$ cat src/rtl/uart_tx_byte.sv
// uart_tx_byte: byte-serial asynchronous transmitter for the status logger.
// Each byte accepted on the Uart_En/Uart_Busy handshake becomes one 8N1 frame
// on UART_TX, LSB first. There is no buffering: a byte offered while a frame
// is in flight is discarded and reported on Uart_Drop.
// Optional feature macro: UART_TX_PARITY_EN adds an even-parity bit (8E1).
// Every output is a flop; the next-state logic computes each output's value
// for the coming cycle, so nothing combinational reaches a port.
module uart_tx_byte #(
    parameter int CLK_FREQ = 50_000_000,
    parameter int BAUD     = 115200
) (
    input  logic       CLK_SYS,
    input  logic       CLK_RST,
    input  logic       Uart_En,
    input  logic [7:0] Uart_Data,
    output logic       Uart_Busy,
    output logic       UART_TX,
    output logic       Uart_Done,
    output logic       Uart_Drop
);

    // Clock cycles per bit, rounded to the nearest integer.
    localparam int          BAUD_DIV = (CLK_FREQ + BAUD / 2) / BAUD;
    localparam logic [15:0] DIV_LAST = 16'(BAUD_DIV - 1);

    // Refuse to build with a divider the 16-bit counter cannot represent, or
    // one too short to give Uart_Done its own cycle inside the stop bit.
    generate
        if (BAUD_DIV < 2 || BAUD_DIV > 65536) begin : g_baud_div_check
            $error("uart_tx_byte: BAUD_DIV must lie in 2..65536");
        end
    endgenerate

    typedef enum logic [2:0] {
        ST_IDLE,
        ST_START,
        ST_DATA,
`ifdef UART_TX_PARITY_EN
        ST_PARITY,
`endif
        ST_STOP
    } state_t;

    state_t      state_q, state_n;
    logic [15:0] cnt_q, cnt_n;
    logic [2:0]  idx_q, idx_n;
    logic [7:0]  shift_q, shift_n;
    logic        tx_q, tx_n;
    logic        busy_q;
    logic        done_q;
    logic        drop_q;
    logic        done_n;
    logic        drop_n;
    logic        bit_end;
`ifdef UART_TX_PARITY_EN
    logic        parity_q, parity_n;
`endif

    assign bit_end = (cnt_q == DIV_LAST);

    // Next-state, next-output and datapath update for the frame sequencer.
    always_comb begin
        // NOTE: every signal gets a default before the case so that no path
        // leaves it unassigned, which would otherwise infer a latch.
        state_n = state_q;
        cnt_n   = cnt_q;
        idx_n   = idx_q;
        shift_n = shift_q;
        tx_n    = tx_q;
`ifdef UART_TX_PARITY_EN
        parity_n = parity_q;
`endif
        unique case (state_q)
            ST_IDLE: begin
                cnt_n = '0;
                idx_n = '0;
                tx_n  = 1'b1;
                if (Uart_En && !busy_q) begin
                    state_n = ST_START;
                    shift_n = Uart_Data;
                    tx_n    = 1'b0;
`ifdef UART_TX_PARITY_EN
                    parity_n = ^Uart_Data;
`endif
                end
            end
            ST_START: begin
                if (bit_end) begin
                    cnt_n   = '0;
                    state_n = ST_DATA;
                    tx_n    = shift_q[0];
                end else begin
                    cnt_n = cnt_q + 16'd1;
                end
            end
            ST_DATA: begin
                if (bit_end) begin
                    cnt_n = '0;
                    if (idx_q == 3'd7) begin
                        idx_n = '0;
`ifdef UART_TX_PARITY_EN
                        state_n = ST_PARITY;
                        tx_n    = parity_q;
`else
                        state_n = ST_STOP;
                        tx_n    = 1'b1;
`endif
                    end else begin
                        idx_n   = idx_q + 3'd1;
                        shift_n = {1'b0, shift_q[7:1]};
                        tx_n    = shift_q[1];
                    end
                end else begin
                    cnt_n = cnt_q + 16'd1;
                end
            end
`ifdef UART_TX_PARITY_EN
            ST_PARITY: begin
                if (bit_end) begin
                    cnt_n   = '0;
                    state_n = ST_STOP;
                    tx_n    = 1'b1;
                end else begin
                    cnt_n = cnt_q + 16'd1;
                end
            end
`endif
            ST_STOP: begin
                tx_n = 1'b1;
                if (bit_end) begin
                    cnt_n   = '0;
                    state_n = ST_IDLE;
                end else begin
                    cnt_n = cnt_q + 16'd1;
                end
            end
            default: begin
                state_n = ST_IDLE;
                cnt_n   = '0;
                idx_n   = '0;
                tx_n    = 1'b1;
            end
        endcase

        // Done flags the final cycle of the stop bit; drop flags a byte
        // offered while the line is owned by a frame.
        done_n = (state_n == ST_STOP) && (cnt_n == DIV_LAST);
        drop_n = Uart_En && busy_q;
    end

    // State, counters, shift register and registered outputs.
    always_ff @(posedge CLK_SYS or negedge CLK_RST) begin
        if (!CLK_RST) begin
            // NOTE: the shift register is reset along with the control state;
            // it is only eight flops and keeps simulation free of X on the
            // datapath after reset.
            state_q <= ST_IDLE;
            cnt_q   <= '0;
            idx_q   <= '0;
            shift_q <= '0;
            tx_q    <= 1'b1;
            busy_q  <= 1'b0;
            done_q  <= 1'b0;
            drop_q  <= 1'b0;
`ifdef UART_TX_PARITY_EN
            parity_q <= 1'b0;
`endif
        end else begin
            // NOTE: non-blocking assignments so every flop samples the values
            // from before this edge, independent of statement order.
            state_q <= state_n;
            cnt_q   <= cnt_n;
            idx_q   <= idx_n;
            shift_q <= shift_n;
            tx_q    <= tx_n;
            busy_q  <= (state_n != ST_IDLE);
            done_q  <= done_n;
            drop_q  <= drop_n;
`ifdef UART_TX_PARITY_EN
            parity_q <= parity_n;
`endif
        end
    end

    assign UART_TX   = tx_q;
    assign Uart_Busy = busy_q;
    assign Uart_Done = done_q;
    assign Uart_Drop = drop_q;

endmodule

$ cat config.mk
export PLATFORM = sky130hd
export DESIGN_NAME = uart_tx_byte
export DESIGN_NICKNAME = d
export VERILOG_FILES = /design/src/rtl/uart_tx_byte.sv
export SDC_FILE = /design/constraint.sdc
export NUM_CORES = 1
export LEC_CHECK = 0
export CAP_MARGIN = 25
export CORE_ASPECT_RATIO = 2
export CORE_MARGIN = 3
export CORE_UTILIZATION = 60
export CTS_CLUSTER_DIAMETER = 200
export CTS_CLUSTER_SIZE = 24
export DETAILED_ROUTE_END_ITERATION = 10
export GPL_TIMING_DRIVEN = 0
export PLACE_DENSITY = 0.92
export SYNTH_ARGS = -nofsm -noshare
export SYNTH_HDL_FRONTEND = slang
export SYNTH_SLANG_ARGS = --single-unit
$ cat constraint.sdc
create_clock -name CLK_SYS -period 2.77 [get_ports CLK_SYS]
set_input_delay 0.6925 -clock CLK_SYS [delete_from_list [all_inputs] [get_ports CLK_SYS]]
set_output_delay 0.6925 -clock CLK_SYS [all_outputs]
set_load 0.02 [all_outputs]
Word-level counts from Yosys, hierarchy flattened:

Cells that the tools add are included.

* add/subtract/negate cells: 2
* equality and inequality tests: 11
* multiplexer cells: 20
* bitwise gates (word level): 1
* reductions and logical operators: 12

Operators by type and width (number)
* == test 16 x 9 -> 1 bit, second input constant: 2
* 2-to-1 mux 16 bit: 2
* 2-to-1 mux 8 bit: 3
* 2-to-1 mux 3 bit: 7
* adder 16 x 1 -> 16 bit, second input constant: 1
* case mux 8 bit (2 select lines): 1
* case mux 3 bit (4 select lines): 1
* == test 3 x 2 -> 1 bit, second input constant: 3
* != test 2 bit, second input constant: 4
* case mux 3 bit (2 select lines): 1
* 2-to-1 mux 1 bit: 4
* AND reduction 2 bit: 2
* AND reduction 4 bit: 1
* adder 3 x 1 -> 3 bit, second input constant: 1
* == test 3 x 1 -> 1 bit, second input constant: 1
* == test 3 bit, second input constant: 1
* logical AND 1 bit: 3
* zero test 3 bit: 1
* case mux 1 bit (3 select lines): 1
* nonzero test 3 bit: 1
* OR reduction 3 bit: 1
* nonzero test 2 bit: 1
* OR reduction 2 bit: 1
* zero test 1 bit: 1
* inverter 1 bit: 1

* register bits: 34
* input port bits: 11
* word-level logic and storage cells: 54

Depth between registers and ports, before layout:

* depth in word-level cells: 6
* gate-level depth with buffers: 7
* depth with buffers taken out: 7

Worst setup path after synthesis:

OpenSTA, ideal clock, no wires.

* path type: reg2reg
* start: register cnt_q[0]
* end: register done_q, in the netlist Uart_Done
* library setup time: 0.096 ns
* arrival time: 1.789 ns
* data required time: 2.674 ns
* slack: 0.885 ns
* stages on the path, launching flop included: 7
* period minus slack after synthesis: 1.885 ns
* path through: dfrtp_1 -> ha_1 -> and4_1 -> nand4_2 -> o21ai_2 -> or4_4 -> nor4_2

* longest elaborated chain between the ends: 5
* elaborated cells between the ends (all ways): 11

RTL lines
* from (decl): line 45 `logic [15:0] cnt_q, cnt_n;`
* from (signal assigned): line 172 `cnt_q <= cnt_n;`
* adder 16 x 1 -> 16 bit or == test 16 x 9 -> 1 bit (tied branches)
* 2-to-1 mux 16 bit (tied with other cells): line 88, 97, 130
* 2-to-1 mux 16 bit or case mux 3 bit (4 select lines) (tied branches)
* == test 16 x 9 -> 1 bit or == test 3 x 2 -> 1 bit (tied branches): line 147 `done_n = (state_n == ST_STOP) && (cnt_n == DIV_LAST);`
* logical AND 1 bit *: line 147
* via done_n: line 52 `logic done_n;`
* to (signal assigned): line 177 `done_q <= done_n;`
* to (decl): line 50 `logic done_q;`

Mark *: on every way through the listed nets, which the timed path passes. The rest lies on a longest branch.
A chain may end at the register's enable or synchronous reset.

Worst setup path after layout:

* start: input Uart_En
* end: register shift_q[0]

* longest elaborated chain between the ends: 3

RTL lines
* from (decl): line 14 `input logic Uart_En,`
* logical AND 1 bit: line 78 `if (Uart_En && !busy_q) begin`
* != test 2 bit (no source line)
* AND reduction 4 bit (no source line)
* to (signal assigned): line 174 `shift_q <= shift_n;`
* to (decl): line 47 `logic [7:0] shift_q, shift_n;`

No other way between the ends.

==> summary.md <==
| Metric | Value |
|---|---|
| Number of different library cells in the post-synthesis netlist | `43` |
| Worst slew margin relative to its limit | `roughly half` |
| Wire length of the first global-routing pass | `slightly below 7 mm` |
| Final-layout fill cell count | `just over 200` |
| Count of unresolved DRC violations after routing | `0` |
| Fin. max-slew vios | `0` |
| Count of flip-flops with a built-in enable after synthesis | `0` |
| Crit Path Class | `in2reg` |
| Area of the multi-input gates | `932 um^2` |
| Number of standard cells in the final layout excluding fillers | `about 230` |
| Post-synthesis instance area | `~0.0018 mm^2` |
| Most instantiated library cell after synthesis | `sky130_fd_sc_hd__dfrtp_1` |
| Synthesis warning total | `0` |
| Reg2Reg Setup Slack | `0.59 ns` |
| Most used standard cells in the synthesized netlist | `sky130_fd_sc_hd__dfrtp_1, sky130_fd_sc_hd__nor2_1, sky130_fd_sc_hd__mux2_2, sky130_fd_sc_hd__nor3_1, sky130_fd_sc_hd__xnor2_1` |
| Sequential fraction of the synthesis area | `between 40 and 50%` |
| Destination of the worst register-to-register timing path | `cnt_q[9]` |
| Number of buffers created by CTS | `5` |
| Design area | `approximately 0.0021 mm^2` |
| Antenna violation net count after detailed routing | `0` |
| Leading cell types by total area after synthesis | `sky130_fd_sc_hd__dfrtp_1, sky130_fd_sc_hd__mux2_2, sky130_fd_sc_hd__nor2_1` |
| Chip Width | `roughly 45 um` |
| Final Hold Slack | `between 0.4 and 0.5 ns` |
| Critical Path Sink | `shift_q[0]` |
| Inst Count DP | `between 200 and 250` |
| Net count reported at finish | `approximately 220` |
| Dpl cell area | `0.00201 mm^2` |
| Dominant register cell in the synthesized netlist | `sky130_fd_sc_hd__dfrtp_1` |
| Startpoint of the most critical register-to-register path | `cnt_q[0]` |
| Number of vias after detailed routing | `1,450` |
| Net count after synthesis | `~200` |
| CTS tree | `built` |
| Result of the run | `finished clean` |
| Pwr Density | `492 mW/mm^2` |
| Path class of the lowest-slack min-delay path | `in2async` |
| Arr. time, crit path | `~2.5 ns` |
| Max-cap violations | `0` |
| Syn-to-layout area delta | `14.2%` |
| Stage delay of the slowest cell on the critical path | `around 0.63 ns` |
| Clock transition at the register clock pins on the worst setup and hold paths after CTS | `about 0.07 ns` |
| Largest net degree at the start of global routing | `35` |
| Antenna violations before repair | `0` |
| CTS H-tree depth | `2` |
| Number of iterations in the first detailed-routing pass | `4` |
| Starting Density | `between 60% and 70%` |
| Final setup violation count | `0` |
| Vias in the first global route | `1,485` |
| Number of placement rows | `27` |
| Core footprint | `around 0.0028 mm^2` |
| Required time reported for the critical path endpoint | `between 2 and 3 ns` |
| Pin slew with the least headroom to its limit | `0.769 ns` |
| Number of buffers added for setup after CTS | `0` |
| Total die area | `approximately 0.0038 mm^2` |
| Reg area | `between 800 and 900 um^2` |
| Overall die height | `84.4 um` |
| Critical path's slowest cell | `sky130_fd_sc_hd__nor3b_1` |
| Routability-driven placement congestion ratio | `around 0.81` |
| Leakage power | `around 0.83 nW` |
| Asr flop ratio synth | `between 90% and 100%` |
| Post-DR vias/cell | `between 6 and 7` |
| Count of pins on the block boundary | `15` |
| Avg Inst Size Synth | `slightly above 10 um^2` |
| Global route overflow | `0` |
| Setup repair after global routing missed its margin | `no` |
| Largest buffer count on any clock path | `2` |
| Critical path startpoint category | `input port` |
| Start point of the critical path | `Uart_En` |
| # port buffers | `14` |
| FMAX | `0.434 GHz` |
| Cell breakdown of the critical path | `clkdlybuf4s50_1 -> nor3b_1 -> o21ai_2 -> mux2_1` |
| Clock latency at the later pin of the worst-skew pair | `~0.28 ns` |
| Maximum clock skew at final layout | `around 0.0043 ns` |
| Setup TNS Final | `0 ns` |
| Number of flip-flops and latches in the synthesized netlist | `34` |
| Share of layout cells above drive strength 1 | `17.1%` |
| Period utilisation layout | `83.3%` |
| Post-synth top area cell | `sky130_fd_sc_hd__dfrtp_1` |
| Worst IR Drop VDD | `about 0.34 mV` |
| HPWL after DPL | `around 3 mm` |
| Cts repair resizes | `0` |
| Number of inserted diodes | `0` |
| Synth top area share | `~45%` |
| Number of clock sinks seen by CTS | `34` |
| Number of standard cells after synthesis | `183` |
| Final hold violation count | `0` |
| Detailed router's first-iteration violation count | `30` |
| Number of cells on the worst reg-to-reg path | `6` |
| Cell chosen for the clock root | `sky130_fd_sc_hd__clkbuf_8` |
| Final wirelength | `between 3 and 4 mm` |
| Biggest fanout along the worst timing path | `8` |
| Post-layout minimum cycle time | `approximately 2.3 ns` |
| Tot GR Track Use | `between 20% and 30%` |
| Share of the core filled with cells in the final layout | `between 70% and 80%` |
| Quantity of hold-fixing buffers added after cts | `0` |
| Endpoint class of the critical path | `register` |
| WL per Instance | `approximately 17 um` |
-- report_power, final --
part	internal, mW	switching [mW]
Sequential	0.532	0.0208
Clock	0.203	0.172
Combinational	0.0567	0.0504
Total	0.792	0.243
-- registers in the layout (all words and copies together), names as in the netlist --
name	count
state_q	3
cnt_q	16
UART_TX	1
Uart_Drop	1
Uart_Done	1
shift_q	8
idx_q	3
Uart_Busy	1
-- stage by stage --
step | total power, mW | setup slack, ns
6_report | 1.04 | 0.463
5_1_grt | 1.07 | 0.400
4_1_cts | 1.04 | 0.446
3_5_place_dp | 0.669 | 0.149
3_3_place_gp | 0.661 | 0.257
2_1_floorplan | 0.620 | 0.885
-- layout by cell type, fill, tap and decap left out, drive strengths merged, types with 2 or more instances in the layout --
master and n:
clkbuf 13, nor2 28, nand4 8, nand2b 2, dfrtp 33, clkdlybuf4s50 13
and4 2, o21a 2, nor3b 2, buf 6, xor2 6, nor4 3
a31oi 4, nor3 12, xnor2 10, inv 4, nor2b 3, o21ai 7
ha 4, nand3 3, nand2 9, mux2 15
-- worst min-delay path by stage --
stage	start	end	slack, ns	cells past startpoint
after floorplan	CLK_RST	Uart_Busy	0.40	0
after global placement	shift_q[0]	shift_q[0]	0.48	1
after detailed placement	shift_q[5]	shift_q[5]	0.49	1
after CTS	CLK_RST	cnt_q[15]	0.49	1
after global routing	CLK_RST	cnt_q[7]	0.52	1
final	CLK_RST	cnt_q[6]	0.48	1
-- worst max-delay path: cells and delay by family --
| family | cells | cell delay (ns) |
|---|---|---|
| AND/OR/NAND/NOR | 1 | 0.63 |
| buffers and inverters | 1 | 0.49 |
| multiplexers | 1 | 0.37 |
| AO/OA/AOI/OAI | 1 | 0.28 |
-- layout make-up --
| type | instances | share of cell area (%) |
|---|---|---|
| inverters | 4 | 0.713 |
| clock buffers | 8 | 4.28 |
| well taps | 29 | 1.72 |
| plain buffers | 10 | 2.08 |
| multi-input cells | 135 | 44.3 |
| flip-flops and latches | 34 | 40.5 |
| repair buffers | 14 | 6.42 |
-- per-layer routing --
layer	vias up	wire length, um	GRT usage [%]
met2	36	2340	44.7
met5	-	0	0
met3	13	105	3.86
met1	717	1400	23.8
li1	684	-	-
met4	0	143	12.0
-- kinds of logic (layout without fill, tap and decap cells) --
group                      Yosys count  after routing  share of synthesized area, %
other                                1              1                         0.203
and+or+nand+nor                     77             77                          22.3
xor gates and xnor gates            16             16                          7.60
adders and majority gates            4              4                          2.72
DFF                                 34             34                          46.2
muxes                               16             16                          9.71
AOI/OAI and AO/OA                   21             21                          8.01
buffers and inverters               14             36                          3.19
(Power assumes the default switching activity.)
